[config.mk]
export PLATFORM = sky130hd
export DESIGN_NAME = mem_arbiter
export DESIGN_NICKNAME = d
export VERILOG_FILES = /design/src/rtl/mem_arb_defs.sv /design/src/rtl/rr_pick2.sv /design/src/rtl/mem_arbiter.sv
export SDC_FILE = /design/constraint.sdc
export NUM_CORES = 1
export LEC_CHECK = 0
export ABC_AREA = 1
export BUFFER_PORTS_ARGS = -buffer_cell sky130_fd_sc_hd__buf_2
export CAP_MARGIN = 10
export CORE_AREA = 4 4 285 287
export CTS_CLUSTER_SIZE = 14
export DETAILED_ROUTE_END_ITERATION = 10
export DIE_AREA = 0 0 289 291
export GPL_ROUTABILITY_DRIVEN = 0
export PLACE_DENSITY = 0.44
export SLEW_MARGIN = 20
export SYNTH_ARGS = -nofsm -noshare
export SYNTH_HDL_FRONTEND = slang
export SYNTH_HIERARCHICAL = 1
export SYNTH_SLANG_ARGS = --single-unit
[constraint.sdc]
create_clock -name clk -period 23.2 [get_ports clk]
set_input_delay 2.32 -clock clk [delete_from_list [all_inputs] [get_ports clk]]
set_output_delay 2.32 -clock clk [all_outputs]
set_load 0.05 [all_outputs]
[src/rtl/mem_arb_defs.sv]
// Shared definitions for the two-requester main-memory arbiter:
// FSM encodings, owner codes and default bus widths.
package mem_arb_defs;

  typedef enum logic [1:0] {
    ST_IDLE = 2'd0,
    ST_BUSY = 2'd1,
    ST_RESP = 2'd2,
    ST_COOL = 2'd3
  } state_t;

  localparam logic OWNER_I = 1'b0;
  localparam logic OWNER_D = 1'b1;

  localparam int ADDR_W_DEF = 28;
  localparam int DATA_W_DEF = 128;

endpackage

[src/rtl/rr_pick2.sv]
// Two-input grant picker: a lone requester always wins; on contention D wins
// when FIXED_D is set, otherwise the requester that was not served last.
module rr_pick2
  import mem_arb_defs::*;
#(
  parameter bit FIXED_D = 1'b0
) (
  input  logic req_i,
  input  logic req_d,
  input  logic last_grant,
  output logic grant_valid,
  output logic grant_owner
);

  always_comb begin
    grant_valid = req_i | req_d;
    if (req_i && req_d) begin
      grant_owner = FIXED_D ? OWNER_D : ~last_grant;
    end else begin
      grant_owner = req_d ? OWNER_D : OWNER_I;
    end
  end

endmodule

[src/rtl/mem_arbiter.sv]
// Shares one block-wide memory port between the I-cache (read-only) and the
// D-cache (read/write), forwarding one whole transaction at a time.
module mem_arbiter
  import mem_arb_defs::*;
#(
  parameter int ADDR_W  = ADDR_W_DEF,
  parameter int DATA_W  = DATA_W_DEF,
  parameter int FIXED_D = 0
) (
  input  logic              clk,
  input  logic              proc_reset,
  input  logic              i_mem_read,
  input  logic [ADDR_W-1:0] i_mem_addr,
  output logic              i_mem_ready,
  output logic [DATA_W-1:0] i_mem_rdata,
  input  logic              d_mem_read,
  input  logic              d_mem_write,
  input  logic [ADDR_W-1:0] d_mem_addr,
  input  logic [DATA_W-1:0] d_mem_wdata,
  output logic              d_mem_ready,
  output logic [DATA_W-1:0] d_mem_rdata,
  output logic              mem_read,
  output logic              mem_write,
  output logic [ADDR_W-1:0] mem_addr,
  output logic [DATA_W-1:0] mem_wdata,
  input  logic              mem_ready,
  input  logic [DATA_W-1:0] mem_rdata
);

  state_t state, state_next;
  logic   owner, last_grant;
  logic   req_i, req_d;
  logic   grant_valid, grant_owner;
  logic   take, finish;

  // The just-served requester is masked for one cycle after its ready pulse,
  // so its still-registered request cannot start a duplicate transaction.
  always_comb begin
    req_i = i_mem_read;
    req_d = d_mem_read | d_mem_write;
    if (state == ST_COOL) begin
      if (owner == OWNER_I) req_i = 1'b0;
      else                  req_d = 1'b0;
    end
  end

  rr_pick2 #(
    .FIXED_D (FIXED_D != 0)
  ) u_pick (
    .req_i       (req_i),
    .req_d       (req_d),
    .last_grant  (last_grant),
    .grant_valid (grant_valid),
    .grant_owner (grant_owner)
  );

  // NOTE: every output of a combinational block gets a default first, otherwise
  // a path that skips the assignment infers a latch.
  always_comb begin
    state_next = state;
    take       = 1'b0;
    finish     = 1'b0;
    case (state)
      ST_IDLE, ST_COOL: begin
        if (grant_valid) begin
          take       = 1'b1;
          state_next = ST_BUSY;
        end else begin
          state_next = ST_IDLE;
        end
      end
      ST_BUSY: begin
        if (mem_ready) begin
          finish     = 1'b1;
          state_next = ST_RESP;
        end
      end
      ST_RESP: state_next = ST_COOL;
      default: state_next = ST_IDLE;
    endcase
  end

  // NOTE: sequential state uses non-blocking assignments so every register
  // samples pre-edge values regardless of statement order.
  always_ff @(posedge clk or posedge proc_reset) begin
    if (proc_reset) begin
      state       <= ST_IDLE;
      owner       <= OWNER_I;
      last_grant  <= OWNER_I;
      mem_read    <= 1'b0;
      mem_write   <= 1'b0;
      mem_addr    <= '0;
      mem_wdata   <= '0;
      i_mem_ready <= 1'b0;
      d_mem_ready <= 1'b0;
      i_mem_rdata <= '0;
      d_mem_rdata <= '0;
    end else begin
      state       <= state_next;
      i_mem_ready <= 1'b0;
      d_mem_ready <= 1'b0;
      if (take) begin
        owner <= grant_owner;
        if (grant_owner == OWNER_D) begin
          // A combined read+write from D forwards only the write.
          mem_addr  <= d_mem_addr;
          mem_wdata <= d_mem_wdata;
          mem_write <= d_mem_write;
          mem_read  <= ~d_mem_write;
        end else begin
          mem_addr  <= i_mem_addr;
          mem_wdata <= '0;
          mem_write <= 1'b0;
          mem_read  <= 1'b1;
        end
      end
      if (finish) begin
        mem_read   <= 1'b0;
        mem_write  <= 1'b0;
        last_grant <= owner;
        if (owner == OWNER_D) begin
          d_mem_rdata <= mem_rdata;
          d_mem_ready <= 1'b1;
        end else begin
          i_mem_rdata <= mem_rdata;
          i_mem_ready <= 1'b1;
        end
      end
    end
  end

endmodule

==> impl_metrics.env <==
export IMPL_nets=2902
export IMPL_grt_max_degree=114
export IMPL_mostFrequentLayoutCell="nand2_1"
export IMPL_ys_seq_area_share_pct=64.2
export IMPL_crit_slowest_cell="buf_4"
export IMPL_grt_pass1_vias=14961
export IMPL_drive_gt1_share_pct=31.8
export IMPL_track_usage_pct=14.3
export IMPL_max_stage_delay_ps=790
export IMPL_rsz0062_at_grt="no"
export IMPL_status="finished, final reports clean"
export IMPL_ys_warn_count=6
export IMPL_setup_viol=0
export IMPL_ctsResizeCount=0
export IMPL_avgSynthCellArea_sq_um=8.63
export IMPL_rr_endpoint="i_mem_rdata[11]"
export IMPL_r2r_slack_ps=20070
export IMPL_io_pins=734
export IMPL_wire_per_inst_um=17.0
export IMPL_clockRootBuffer="clkbuf_16"
export IMPL_startpoint_type="input port"
export IMPL_rows=103
export IMPL_tritoncts="done"
export IMPL_p_per_area_nw_per_um2=187
export IMPL_initial_core_util_pct=20.8
export IMPL_holdCritStartpoint="mem_addr[25]"
export IMPL_fin_crit_ps=4900
export IMPL_drv_slew=0
export IMPL_r2r_start="state[1]"
export IMPL_crit_arrival_ps=5500
export IMPL_critPathKind="in2async"
export IMPL_final_cell_mix="1204 x nand2_1, 733 x buf_2, 420 x dfrtp_1"
export IMPL_ff2ff_path_depth=8
export IMPL_die_area_sq_um=84100
export IMPL_clk_pin_slew_ps=60
export IMPL_drc=0
export IMPL_die_y_um=291
export IMPL_drtAntennaViolNets=0
export IMPL_critical_path_required_ps=23800
export IMPL_cts_path_max_buffers=3
export IMPL_worstMarginPinSlew_ps=1040
export IMPL_crit_fanout=109
export IMPL_syn_area_sq_um=16400
export IMPL_vias=14402
export IMPL_cts_buffers=48
export IMPL_ir_worst_vdd_v=0.0000929
export IMPL_grt_pass1_wl_um=93100
export IMPL_max_freq_mhz=204
export IMPL_fin_setup_tns_ps=0
export IMPL_first_pass_iters=5
export IMPL_antenna_found_initial=16
export IMPL_wl_um=62500
export IMPL_period_share_pct=21.1
export IMPL_crit_chain="buf_2, inv_8, buf_4, buf_4, buf_4"
export IMPL_core_sq_um=78600
export IMPL_whs_endpoint="mem_addr[25]"
export IMPL_skew_ps=20.3
export IMPL_hold_path_class="reg2reg"
export IMPL_grt_ovfl_total=0
export IMPL_clock_sinks=420
export IMPL_viasPerCell=3.92
export IMPL_htree_levels=2
export IMPL_ys_ff_latch=420
export IMPL_syn_to_final_growth_pct=37.5
export IMPL_final_hold_viol_count=0
export IMPL_cts_setup_buffers=0
export IMPL_hold_slack_ps=470
export IMPL_synth_cell_type_count=16
export IMPL_synthCells=1895
export IMPL_relSlewSlack_pct=30.6
export IMPL_dpl_hpwl_um=44800
export IMPL_worst_path_most_repeated_cell="buf_4"
export IMPL_leakage_nw=12.8
export IMPL_port_buffers=733
export IMPL_cts_hold_buffers=0
export IMPL_max_cap_violations=0
export IMPL_critPathCaptureType="asynchronous set/reset pin"
export IMPL_clk_latency_ps=570
export IMPL_synth_nets=2216
export IMPL_die_w_um=289
export IMPL_drtIter0Drc=677
export IMPL_whs_path_depth=2
## stage by stage
step | power, mW | area (sq um) | setup slack (ps) | util [%] | instances
floorplan | 2.91 | 16400 | 9190 | - | 1895
global placement | 3.53 | 21000 | 17400 | 26.7 | 3581
detailed placement | 3.54 | 21000 | 17440 | 26.7 | 3581
CTS | 4.29 | 22500 | 18100 | 28.6 | 3666
global route | 4.49 | 22500 | 17650 | 28.6 | 3669
finish | 4.21 | 22500 | 18300 | 28.6 | 3676
## cell type report
class	instances	area, sq um
fillers	8615	56100
flip-flops and latches	420	10500
multi-input cells	1352	5340
repair buffers	748	3780
clock buffers	68	1380
well taps	1050	1310
clock inverters	17	100
inverters	11	51.3
diodes	10	25.0
## critical path: cells and delay by family
| family | cells | cell delay, ps |
|---|---|---|
| buffers and inverters | 5 | 2970 |
## worst max path at each step
stage,start,endpoint,slack [ps],cells past startpoint
2_1_floorplan,proc_reset,d_mem_rdata[0],9190,1
3_3_place_gp,proc_reset,i_mem_rdata[34],17400,5
3_5_place_dp,proc_reset,d_mem_rdata[37],17440,5
4_1_cts,proc_reset,d_mem_rdata[35],18100,5
5_1_grt,proc_reset,d_mem_rdata[28],17650,5
6_report,proc_reset,i_mem_rdata[34],18300,5
## cells in the mapped netlist
library cell	n	share of area, %
nand3_1	7	0.21
buf_2	74	2.3
dfrtp_1	420	64
inv_1	10	0.23
buf_4	3	0.14
or2_1	1	0.038
nor2_2	1	0.038
nand2_1	1205	28
nand2_2	1	0.038
a21boi_0	1	0.046
a21oi_1	2	0.061
inv_2	1	0.023
nor2_1	1	0.023
ha_1	3	0.23
clkbuf_1	35	0.80
o21ai_0	130	4.0
## power by group
group | switching (mW) | total (mW) | leakage, nW | internal (mW)
Sequential | 0.170 | 1.23 | 5.32 | 1.06
Clock | 0.311 | 0.722 | 0.745 | 0.411
Combinational | 1.81 | 2.26 | 6.75 | 0.447
## logic make-up (layout without fill, tap and decap cells)
| logic type | Yosys count | in the layout | share of synthesized area [%] |
|---|---|---|---|
| simple gates | 1216 | 1216 | 28.0 |
| flops | 420 | 420 | 64.2 |
| compound gates | 133 | 133 | 4.08 |
| buf+inv | 123 | 844 | 3.46 |
| fa+ha+maj | 3 | 3 | 0.229 |
| other cells | 0 | 10 | 0 |
## flip-flops by register name (all words and copies together) (netlist names)
name         count
last_grant       1
i_mem_ready      1
d_mem_rdata    128
mem_write        1
mem_addr        28
state            2
d_mem_ready      1
mem_wdata      128
i_mem_rdata    128
mem_read         1
owner            1
## routing by layer
layer	wire length, um	global-route usage, %	vias up
met2	30500	25.4	536
met5	73	0	-
met4	1460	3.51	10
met1	24000	15.9	6573
li1	-	-	7185
met3	6430	5.66	98
(Power assumes the default switching activity.)
